### src/rtl/popcount_rank_decoder.sv
// popcount_rank_decoder: bit-serial colex decoder from (popcount, rank) to a WIDTH-bit word
module popcount_rank_decoder #(
   parameter int WIDTH  = 8,
   parameter int CNT_W  = 4,
   parameter int RANK_W = 7
) (
   input  logic              CLK,
   input  logic              RESETN,
   input  logic              in_valid,
   output logic              in_ready,
   input  logic [CNT_W-1:0]  in_count,
   input  logic [RANK_W-1:0] in_rank,
   output logic              out_valid,
   input  logic              out_ready,
   output logic [WIDTH-1:0]  O,
   output logic              out_err
);
   localparam int IDX_W = $clog2(WIDTH);
   localparam int NK = 2 ** CNT_W;
   localparam logic [CNT_W-1:0] K_MAX = CNT_W'(WIDTH);
   localparam logic [IDX_W-1:0] IDX_TOP = IDX_W'(WIDTH - 1);
   localparam longint SAT = (longint'(1) << RANK_W) - 1;

   typedef enum logic [1:0] {IDLE, DECODE, DONE} state_t;

   function automatic logic [RANK_W-1:0] binom(input int n, input int m);
      int s;
      longint c;
      if (m > n) return '0;
      s = (m < n - m) ? m : n - m;
      c = 1;
      for (int j = 0; j < s; j++)
         c = (c * (n - j) / (j + 1) > SAT) ? SAT : c * (n - j) / (j + 1);
      return RANK_W'(c);
   endfunction

   logic [RANK_W-1:0] bin_tab [WIDTH+1][NK];

   for (genvar n = 0; n <= WIDTH; n++) begin : g_row
      for (genvar m = 0; m < NK; m++) begin : g_col
         localparam logic [RANK_W-1:0] V = binom(n, m);
         assign bin_tab[n][m] = V;
      end
   end

   state_t            state_q, state_d;
   logic [CNT_W-1:0]  k_q, k_d;
   logic [RANK_W-1:0] r_q, r_d;
   logic [IDX_W-1:0]  idx_q, idx_d;
   logic [WIDTH-1:0]  o_q, o_d;
   logic              err_q, err_d;
   logic [RANK_W-1:0] c_ik;
   logic              hit;
   logic              bad;

   assign c_ik = bin_tab[idx_q][k_q];
   assign hit = (k_q != '0) && (r_q >= c_ik);
   assign bad = (in_count > K_MAX) || (in_rank >= bin_tab[WIDTH][in_count]);
   assign in_ready = state_q == IDLE;
   assign out_valid = state_q == DONE;
   assign O = o_q;
   assign out_err = err_q;

   // next state: validate on accept, resolve one bit per DECODE cycle, hold in DONE until taken
   always_comb begin
      state_d = state_q;
      k_d = k_q;
      r_d = r_q;
      idx_d = idx_q;
      o_d = o_q;
      err_d = err_q;
      case (state_q)
         IDLE: if (in_valid) begin
            o_d = '0;
            err_d = bad;
            state_d = bad ? DONE : DECODE;
            k_d = bad ? k_q : in_count;
            r_d = bad ? r_q : in_rank;
            idx_d = bad ? idx_q : IDX_TOP;
         end
         DECODE: begin
            o_d[idx_q] = hit;
            r_d = hit ? r_q - c_ik : r_q;
            k_d = hit ? k_q - 1'b1 : k_q;
            idx_d = (idx_q == '0) ? idx_q : idx_q - 1'b1;
            state_d = (idx_q == '0) ? DONE : DECODE;
         end
         DONE: state_d = out_ready ? IDLE : DONE;
         default: state_d = IDLE;
      endcase
   end

   // state register with synchronous active-low reset that abandons any request in flight
   always_ff @(posedge CLK) begin
      if (!RESETN) begin
         state_q <= IDLE;
         k_q <= '0;
         r_q <= '0;
         idx_q <= '0;
         o_q <= '0;
         err_q <= 1'b0;
      end else begin
         state_q <= state_d;
         k_q <= k_d;
         r_q <= r_d;
         idx_q <= idx_d;
         o_q <= o_d;
         err_q <= err_d;
      end
   end
endmodule

### config.mk
export PLATFORM = sky130hd
export DESIGN_NAME = popcount_rank_decoder
export DESIGN_NICKNAME = d
export VERILOG_FILES = /design/src/rtl/popcount_rank_decoder.sv
export SDC_FILE = /design/constraint.sdc
export NUM_CORES = 1
export LEC_CHECK = 0
export BUFFER_PORTS_ARGS = -buffer_cell sky130_fd_sc_hd__buf_2
export CORE_MARGIN = 3
export CORE_UTILIZATION = 60
export DETAILED_ROUTE_END_ITERATION = 16
export PLACE_DENSITY_LB_ADDON = 0.08
export SYNTH_ARGS = -nofsm -noshare
export SYNTH_HDL_FRONTEND = slang
export SYNTH_SLANG_ARGS = --single-unit
### constraint.sdc
create_clock -name CLK -period 6.6 [get_ports CLK]
set_input_delay 0.33 -clock CLK [delete_from_list [all_inputs] [get_ports CLK]]
set_output_delay 0.33 -clock CLK [all_outputs]
set_load 0.1 [all_outputs]
==> impl_metrics.yaml <==
floorplanning:
  dieWidth_um: 66.9
  fp-row-count: 21
  initial_utilization: 0.647
  fp.dieArea_um2: 4480
  core-area_um2: 3440
  dieHeight_um: 66.9
  ioPinCount: 26
global_route:
  grt_pass1_vias: 1839
  grt_antenna_before_repair: 0
  grt_usage: 0.251
  grt_overflow: 0
  grt_first_pass_wirelength_mm: 8.60
  grt_max_degree: 19
pwr:
  switching_share: 0.432
  p_int_w: 0.000299
  p_leak_nw: 1.06
  pwr-share-seq: 0.350
  ir_drop_v: 0.000158
  p_per_area_nw_per_um2: 222
  switching_power_w: 0.000227
  comb_power_share: 0.463
  power_frac_clock: 0.187
status:
  status: "finished clean"
placed_design:
  dpl.cell_count: 334
  hpwl_mm: 3.97
  io_buffers: 25
  post-place-ws_ns: 3.02
  dpl_cell_area_um2: 2310
  globalplace.congestion: 0.875
synthesis:
  synthDominantCellAreaShare: 0.225
  yosys-top-cells-area: "dfxtp_1 (22%), ha_1 (15%), mux2i_1 (5.4%)"
  netlist_instances: 280
  async_flop_share: 0
  synth_common_cells: "nor2_1 (30), ha_1 (26), dfxtp_1 (25)"
  synth.avg_cell_area_um2: 7.95
  syn_area_um2: 2230
  synth-edff-count: 0
  yosysTopAreaCell: "dfxtp_1"
  yosysSeqAreaShare: 0.225
  ys_ff_latch: 25
  synth_cell_type_count: 54
  synth.most_common_cell: "nor2_1"
  ys_warn_count: 0
  ys.flop_type: "dfxtp_1"
  syn_nets: 322
worst_setup_path:
  cp_cell_sequence: "inv_1 > ha_1 > inv_1 > o21ai_0 > mux4_2 > nand2_1 > ha_1 > nor2_1 > a21boi_0 > nor3_1 > o22ai_2 > or2b_1 > o211a_1"
  arrival_ns: 3.85
  cpPeakStageDelay_ns: 0.56
  r2r_start: "idx_q[1]"
  worstSetupStartpoint: "idx_q[1]"
  worstSetupEndpointType: "flip-flop"
  cp_max_fo: 14
  critPathTopFamily: "compound AO/OA/AOI/OAI gates"
  required_ns: 6.78
  worstSetupPathType: "flip-flop to flip-flop"
  path_buf_inv: 2
  critPathSlowestCell: "dfxtp_1"
  critPathLaunchType: "flip-flop"
flow_run:
  max_cap_viol_count: 0
sta:
  finalSetupTns_ns: 0
  finalCritPeriodShare: 0.555
  max_freq_mhz: 273
  worstMarginPinSlew_ns: 0.683
  setup_slack_ns: 2.93
  slew-limit-headroom: 0.544
  layout_min_cycle_time_ns: 3.67
  hold_violations: 0
  skew_ns: 0.00488
  finalSetupViolCount: 0
  grt_setup_unrepaired: "no"
  slew_viol_final: 0
clock_tree:
  post-cts-setup-buffer-count: 0
  cts_resized: 0
  clock_latency_ns: 0.28
  htreeDepth: 1
  cts_num_sinks: 25
  clk_pin_slew_ns: 0.10
  cts_tree: "built"
  cts_buffers: 3
  cts_hold_buf: 0
  cts.path.max_buffers: 2
  cts-root-buf: "clkbuf_8"
worst_hold_path:
  worstHoldStart: "in_valid"
  hold_path_class: "input port to flip-flop"
drt:
  ant_nets: 0
  first_iter_violations: 191
  post-route-drc-count: 0
  vias_per_cell: 6.06
  dr.pass1.iters: 5
  routed_wl_mm: 5.07
  dr_total_vias: 2047
  routedWlPerCell_um: 15.0
layout:
  fillers: 308
  fin_cells: 338
  n_antenna_cell: 0
  final_layout_size_suffix_gt1_frac: 0.144
  nets: 335
  syn2layout_area_growth_pct: 6.13
  design_area_um2: 2360
==> path summary, 6_finish.rpt <==
path / endpoint / slack (ns) / depth (start not counted)
min reg2reg: r_q[0] / 0.48 / 2
min: state_q[0] / 0.36 / 3
max reg2reg: r_q[4] / 2.93 / 13
max: r_q[4] / 2.93 / 13
==> metrics by stage <==
| step | power (W) | util | hold slack [ns] |
|---|---|---|---|
| after floorplan | 0.000383 | - | 0.446 |
| after global placement | 0.000423 | 0.672 | 0.468 |
| after detailed placement | 0.000427 | 0.672 | 0.468 |
| after CTS | 0.000525 | 0.686 | 0.362 |
| after global routing | 0.000562 | 0.686 | 0.379 |
| final | 0.000526 | 0.686 | 0.362 |
==> placed cells by master, fill, tap and decap left out, types with 3 or more instances in the layout <==
master	synthesis	routed
a211o_1	3	3
a211oi_1	6	6
a21o_1	3	3
a21oi_1	17	17
a22oi_1	5	5
buf_2	7	25
clkbuf_8	0	3
dfxtp_1	25	25
ha_1	26	26
inv_1	16	16
mux2i_1	12	12
nand2_1	24	24
nand2b_1	10	10
nand3_1	8	8
nor2_1	30	30
nor2b_1	7	7
nor3_1	9	9
o211a_1	5	5
o21ai_0	14	14
or2_2	4	4
==> power by group through the flow <==
stage          logic, W  clock network, W  registers, W
2_1_floorplan  0.000201                 0      0.000182
3_3_place_gp   0.000237                 0      0.000186
3_5_place_dp   0.000240                 0      0.000187
4_1_cts        0.000241          0.000101      0.000183
5_1_grt        0.000270          0.000105      0.000187
6_report       0.000243         0.0000981      0.000184
==> tightest hold or removal path: cells and delay by family <==
family          cells  cell delay (ns)
simple gates        1             0.09
compound gates      1             0.08
buf+inv             1             0.11
==> registers in the layout, indices dropped and copies added, names as in the netlist <==
signal	count
idx_q	3
state_q	2
out_err	1
k_q	4
O	8
r_q	7
==> per-layer routing <==
| metal | GRT usage | up-vias | routed length (um) |
|---|---|---|---|
| met5 | 0 | - | 0 |
| met4 | 0.0810 | 0 | 59 |
| met3 | 0.0236 | 7 | 304 |
| met2 | 0.389 | 74 | 2250 |
| met1 | 0.363 | 936 | 2460 |
| li1 | - | 1030 | - |
==> kinds of logic after synthesis <==
kind of cell             share of synthesized area
buffers and inverters                       0.0697
XOR/XNOR                                   0.00787
adder cells (fa/ha/maj)                      0.155
AND/OR/NAND/NOR                              0.227
multiplexers                                0.0691
AO/OA/AOI/OAI                                0.247
flip-flops                                   0.225
==> cell type report <==
type,instances,area (um2),area share
clock buffers,3,41.3,0.0175
well taps,46,57.6,0.0244
multi-input cells,222,1570,0.665
flip-flops and latches,25,500,0.212
repair buffers,25,125,0.0530
inverters,16,60.1,0.0254
clock inverters,1,7.51,0.00318
(Power assumes the default switching activity.)
